--- config.mk ---
export PLATFORM = sky130hd
export DESIGN_NAME = microsequencer_ctrl
export DESIGN_NICKNAME = d
export VERILOG_FILES = /design/src/rtl/microsequencer_ctrl_pkg.sv /design/src/rtl/microsequencer_ctrl_rom.sv /design/src/rtl/microsequencer_ctrl.sv
export SDC_FILE = /design/constraint.sdc
export NUM_CORES = 1
export LEC_CHECK = 0
export ABC_CLOCK_PERIOD_IN_PS = 2550
export CORE_MARGIN = 1.5
export CORE_UTILIZATION = 35
export CTS_CLUSTER_DIAMETER = 60
export DETAILED_ROUTE_END_ITERATION = 12
export PLACE_DENSITY_LB_ADDON = 0.25
export SLEW_MARGIN = 15
export SYNTH_ARGS = -nofsm -noshare
export SYNTH_HDL_FRONTEND = slang
export SYNTH_HIERARCHICAL = 1
export SYNTH_SLANG_ARGS = --single-unit
--- constraint.sdc ---
create_clock -name clk -period 2.55 [get_ports clk]
set_input_delay 0.765 -clock clk [delete_from_list [all_inputs] [get_ports clk]]
set_output_delay 0.765 -clock clk [all_outputs]
set_load 0.02 [all_outputs]
--- src/rtl/microsequencer_ctrl_pkg.sv ---
// Shared types and constants for the microcode sequencer: FSM states, microword layout, ctrl bit map.
// No logic and no latency; backpressure is not applicable to this package.
package microsequencer_ctrl_pkg;

  localparam int DEF_OP_W   = 4;
  localparam int DEF_FLAG_W = 2;
  localparam int DEF_CW_W   = 13;
  localparam int DEF_PH_W   = 2;

  localparam int FLAG_Z = 0;
  localparam int FLAG_C = 1;

  // Microword layout: {halt, last, cw}
  localparam int LAST_BIT = DEF_CW_W;
  localparam int HALT_BIT = DEF_CW_W + 1;
  localparam int UW_W     = DEF_CW_W + 2;

  localparam int CB_PC_INC  = 12;
  localparam int CB_PC_LD   = 11;
  localparam int CB_MAR_LD  = 10;
  localparam int CB_MEM_RD  = 9;
  localparam int CB_MEM_WR  = 8;
  localparam int CB_ACC_LD  = 7;
  localparam int CB_ACC_OE  = 6;
  localparam int CB_ALU_ADD = 5;
  localparam int CB_ALU_SUB = 4;
  localparam int CB_IR_LD   = 3;
  localparam int CB_B_LD    = 2;
  localparam int CB_OUT_LD  = 1;
  localparam int CB_HLT_ACK = 0;

  localparam logic [DEF_CW_W-1:0] DEF_FETCH_CW =
    (13'd1 << CB_PC_INC) | (13'd1 << CB_IR_LD);

  typedef enum logic [2:0] {
    ST_IDLE  = 3'd0,
    ST_FETCH = 3'd1,
    ST_WAIT  = 3'd2,
    ST_EXEC  = 3'd3,
    ST_HALT  = 3'd4
  } state_t;

  function automatic logic is_active(input state_t s);
    return (s == ST_FETCH) || (s == ST_WAIT) || (s == ST_EXEC);
  endfunction

endpackage

--- src/rtl/microsequencer_ctrl_rom.sv ---
// Combinational microcode ROM indexed by {op, flags, phase}; returns {halt, last, cw}.
// Zero latency, no backpressure; unmapped entries decode to a one-step NOP.
module microcode_rom #(
  parameter int OP_W   = 4,
  parameter int FLAG_W = 2,
  parameter int CW_W   = 13,
  parameter int PH_W   = 2
) (
  input  logic [OP_W-1:0]   op,
  input  logic [FLAG_W-1:0] flags,
  input  logic [PH_W-1:0]   phase,
  output logic [CW_W+1:0]   uword
);

  logic [OP_W+FLAG_W+PH_W-1:0] key;

  assign key = {op, flags, phase};

  // Table is laid out for the default 4/2/2 key; flags field is {C, Z}.
  always_comb begin
    uword = {1'b0, 1'b1, {CW_W{1'b0}}};
    casez (key)
      8'b0010_??_00: uword = {2'b01, 13'b0001001000010};
      8'b0011_??_00: uword = {2'b01, 13'b1001001100000};
      8'b1000_?1_00: uword = {2'b01, 13'b0100000001000};
      8'b1000_?0_00: uword = {2'b01, 13'b1000000001000};
      8'b1001_?1_00: uword = {2'b01, 13'b1000000001000};
      8'b1001_?0_00: uword = {2'b01, 13'b0100000001000};
      8'b1101_??_00: uword = {2'b11, 13'b0000000001001};
      8'b1111_??_00: uword = {2'b00, 13'b0011100000010};
      8'b1111_??_01: uword = {2'b01, 13'b1011100100000};
      default:       uword = {1'b0, 1'b1, {CW_W{1'b0}}};
    endcase
  end

endmodule

--- src/rtl/microsequencer_ctrl.sv ---
// Registered microcode sequencer: IDLE -> FETCH -> WAIT -> EXEC steps (-> HALT); every output is a flop.
// Outputs describe the step entered on the same edge; stall withholds that step's word and re-issues it once released.
module microsequencer_ctrl
  import microsequencer_ctrl_pkg::*;
#(
  parameter int                OP_W     = DEF_OP_W,
  parameter int                FLAG_W   = DEF_FLAG_W,
  parameter int                CW_W     = DEF_CW_W,
  parameter int                PH_W     = DEF_PH_W,
  parameter logic [CW_W-1:0]   FETCH_CW = DEF_FETCH_CW
) (
  input  logic              clk,
  input  logic              reset_n,
  input  logic [OP_W-1:0]   opcode,
  input  logic [FLAG_W-1:0] flags,
  input  logic              instr_valid,
  input  logic              stall,
  output logic [CW_W-1:0]   ctrl,
  output logic [PH_W-1:0]   phase,
  output logic              busy,
  output logic              instr_done,
  output logic              halted
);

  localparam logic [PH_W-1:0] PH_MAX = '1;

  state_t            state, state_nx;
  logic [PH_W-1:0]   phase_nx;
  logic [OP_W-1:0]   op_q, op_nx;
  logic              halt_q, last_q, held_q;
  logic              halt_nx, last_nx, held_nx, done_nx;
  logic [CW_W-1:0]   ctrl_nx;
  logic [CW_W+1:0]   uword;
  logic              frozen;

  // The ROM is addressed with the step about to be entered, so its word
  // lands in ctrl on the same edge as the state/phase that it belongs to.
  microcode_rom #(
    .OP_W   (OP_W),
    .FLAG_W (FLAG_W),
    .CW_W   (CW_W),
    .PH_W   (PH_W)
  ) u_rom (
    .op    (op_nx),
    .flags (flags),
    .phase (phase_nx),
    .uword (uword)
  );

  assign frozen = stall && is_active(state);

  always_comb begin
    state_nx = state;
    phase_nx = phase;
    op_nx    = op_q;
    halt_nx  = 1'b0;
    last_nx  = 1'b0;
    done_nx  = 1'b0;
    ctrl_nx  = '0;
    held_nx  = 1'b0;

    // A withheld step is re-entered as-is instead of advancing past it.
    if (!held_q) begin
      case (state)
        ST_IDLE:  state_nx = ST_FETCH;
        ST_FETCH: state_nx = ST_WAIT;
        ST_WAIT: begin
          if (instr_valid) begin
            state_nx = ST_EXEC;
            op_nx    = opcode;
            phase_nx = '0;
          end
        end
        ST_EXEC: begin
          if (halt_q) begin
            state_nx = ST_HALT;
            phase_nx = '0;
          end else if (last_q) begin
            state_nx = ST_FETCH;
            phase_nx = '0;
          end else begin
            phase_nx = phase + 1'b1;
          end
        end
        ST_HALT:  state_nx = ST_HALT;
        default:  state_nx = ST_IDLE;
      endcase
    end

    if (state_nx == ST_EXEC) begin
      halt_nx = uword[HALT_BIT];
      last_nx = uword[LAST_BIT] || (phase_nx == PH_MAX);
      ctrl_nx = uword[CW_W-1:0];
      done_nx = last_nx && !halt_nx;
    end else if (state_nx == ST_FETCH) begin
      ctrl_nx = FETCH_CW;
    end

    if (frozen) begin
      ctrl_nx = '0;
      done_nx = 1'b0;
      held_nx = (state_nx != ST_HALT);
    end
  end

  always_ff @(posedge clk or negedge reset_n) begin
    if (!reset_n) begin
      state      <= ST_IDLE;
      phase      <= '0;
      op_q       <= '0;
      halt_q     <= 1'b0;
      last_q     <= 1'b0;
      held_q     <= 1'b0;
      ctrl       <= '0;
      busy       <= 1'b0;
      instr_done <= 1'b0;
      halted     <= 1'b0;
    end else begin
      state      <= state_nx;
      phase      <= phase_nx;
      op_q       <= op_nx;
      halt_q     <= halt_nx;
      last_q     <= last_nx;
      held_q     <= held_nx;
      ctrl       <= ctrl_nx;
      busy       <= is_active(state_nx);
      instr_done <= done_nx;
      halted     <= (state_nx == ST_HALT);
    end
  end

endmodule

==> impl_metrics.ini <==
[outcome]
status = finished clean

[timing]
slew_headroom_pct = 58.1
setup_violations = 0
rsz0062_at_grt = no
setup_ws_ns = 0.206
fin_skew_ns = 0.00383
min_period_over_period_pct = 91.9
slew_viol_final = 0
setup_tns_ns = 0
min_period_ns = 2.34
tightest_slew_ns = 0.620
max_freq_ghz = 0.427
finalHoldViolCount = 0

[floorplan]
dieArea_mm2 = 0.00429
num_rows = 22
die_x_um = 65.5
die_y_um = 65.5
ios = 28
start_util_pct = 36.8
core_mm2 = 0.00372

[clock_tree]
clkLatencyLatePin_ns = 0.27
numCtsBuffers = 3
cts_tree = built
cts_max_path_buffers = 2
root_buffer = clkbuf_8
htree_levels = 1
cts_hold_buf = 0
clk_pin_slew_worst_paths_ns = 0.10
cts.sinks = 28

[pwr]
p_leak_nw = 0.826
finalPower_mw = 2.07
p_per_area_mw_per_mm2 = 1130
ir_drop_mv = 0.585

[synth]
synth.area.top_cells = dfrtp_1 (51%), and2_1 (5.0%), buf_4 (3.3%)
synth_top_area_share_pct = 51.2
syn_inst = 125
ys_seq_elements = 28
postSynth.asyncResetShare_pct = 100
synth_most_common_cell = dfrtp_1
yosys_warnings = 6
yosysSeqAreaShare_pct = 51.2
synth_top_area_cell = dfrtp_1
ys_types = 43
netlist_area_mm2 = 0.00137
postSynthAreaPerCell_um2 = 11.0
ys_dominant_reg_cell = dfrtp_1
synth_common_cells = dfrtp_1 (28), and2_1 (11), a21oi_1 (7), inv_1 (7), nor2_1 (7)
synth_edf_count = 0

[detailed_routing]
routed_wl_um = 2570
vias = 992
ant_nets = 0
drt_iter0_markers = 41
drc = 0
wl_per_cell_um = 12.1
viasPerCell = 4.68
firstDrtPassIters = 3

[worst_setup_path]
critPathSlowestCell = dfrtp_1
critPathCaptureType = flip-flop
startpoint_type = flip-flop
path_buf_inv = 1
r2r-start = state[1]
slowest_delay_ns = 0.52
crit_start = state[1]
cp.required_ns = 2.75
crit_arrival_ns = 2.55
crit_family = simple AND/OR/NAND/NOR gates
crit_type = flip-flop to flip-flop
worstPathCellList = nor3b_4, nand3b_1, mux2_4, or3_4, and2_4, o22ai_2, inv_1, a21oi_2
path_max_fanout = 11

[global_route]
grt_max_degree = 29
antenna_found_initial = 0
grtUsageTotal_pct = 13.7
gr-total-overflow = 0
grt_busiest_layer = met2
grt_pass1_wl_um = 4540
grt_pass1_vias = 1030
gr-usage-met1_pct = 16.9
use_met2_pct = 24.6
grtUsageMet3_pct = 2.05

[final_layout]
drive_above_1_share_pct = 23.8
post-route-util_pct = 49.5
n_fill_cell = 361
antennaDiodeCount = 0
num-nets-final = 175
final_cells = 212
syn_to_final_growth_pct = 34.4

[place]
hpwl_um = 2000
dpl.cell_count = 208
numPortBuffers = 26
pre_cts_slack_ns = -0.291
place_congestion = 0.858

[run]
drv_cap = 0

[min_path]
hp-start = op_q[1]
hold_path.class = flip-flop to flip-flop
[placed cells by master (no fill, tap or decap), types with 2 or more instances in the layout]
cell              n
clkbuf_8          3
inv_1             7
a21boi_1          2
nand3_1           4
and2_1           11
dfrtp_1          28
buf_4            16
nand2b_1          3
nor3_1            3
nand2_1           2
clkdlybuf4s50_1  25
mux2_2            3
or2_2             4
nor2_1            7
nand3b_1          2
a21oi_1           6
o211ai_1          2
conb_1            3
nor2b_1           4
[path summary, 6_finish.rpt]
kind | to | slack, ns | depth (start not counted)
hold reg to reg | op_q[1] | 0.55 | 1
setup / recovery | ctrl[12] | 0.21 | 8
min in group asynchronous | phase[1] | 0.85 | 2
hold / removal | op_q[1] | 0.55 | 1
max in group asynchronous | instr_done | 1.43 | 2
setup reg to reg | ctrl[12] | 0.21 | 8
[kinds of logic after synthesis]
kind of cell,Yosys count,share of synthesized area [%]
AND/OR/NAND/NOR,54,25.9
XOR/XNOR,1,0.640
flip-flops,28,51.2
other,1,0.274
buffers and inverters,16,6.76
AO/OA/AOI/OAI,21,12.0
multiplexers,4,3.29
[cell type report]
cell class	instances	area, um^2	area share [%]
inverter	7	26.3	1.43
clock inverter	1	30.0	1.63
multi-input combinational	83	598	32.5
tap	48	60.1	3.27
timing repair buffer	42	383	20.8
clock buffer	3	41.3	2.24
sequential	28	701	38.1
[where the power goes]
group / internal (mW) / total, mW / switching (mW)
Combinational: 0.572 / 1.08 / 0.512
Sequential: 0.568 / 0.644 / 0.0757
Clock: 0.210 / 0.343 / 0.133
Total: 1.35 / 2.07 / 0.721
[layer usage]
layer / share of wire, % / routed length (um)
met5: 0 / 0
met4: 0.78 / 20
met3: 2.1 / 53
met2: 54 / 1380
met1: 43 / 1120
[metrics by stage]
step | instance area [um^2] | hold slack (ns)
global route | 1840 | 0.579
finish | 1840 | 0.551
detailed placement | 1750 | 0.523
global placement | 1750 | 0.525
CTS | 1820 | 0.556
floorplan | 1380 | 0.469
[registers in the layout (all words and copies together), names as in the netlist]
| signal | cells |
|---|---|
| phase | 2 |
| busy | 1 |
| halt_q | 1 |
| halted | 1 |
| state | 3 |
| ctrl | 13 |
| last_q | 1 |
| held_q | 1 |
| instr_done | 1 |
| op_q | 4 |
[what timing repair did]
| action | in CTS | in global routing |
|---|---|---|
| resized for setup | 1 | 4 |
| pin swaps | 0 | 2 |
| hold endpoints to repair | 0 | 0 |
| gates cloned | 0 | 0 |
| buffers inserted | 0 | 0 |
| setup endpoints to repair | 1 | 1 |
(Power assumes the default switching activity.)
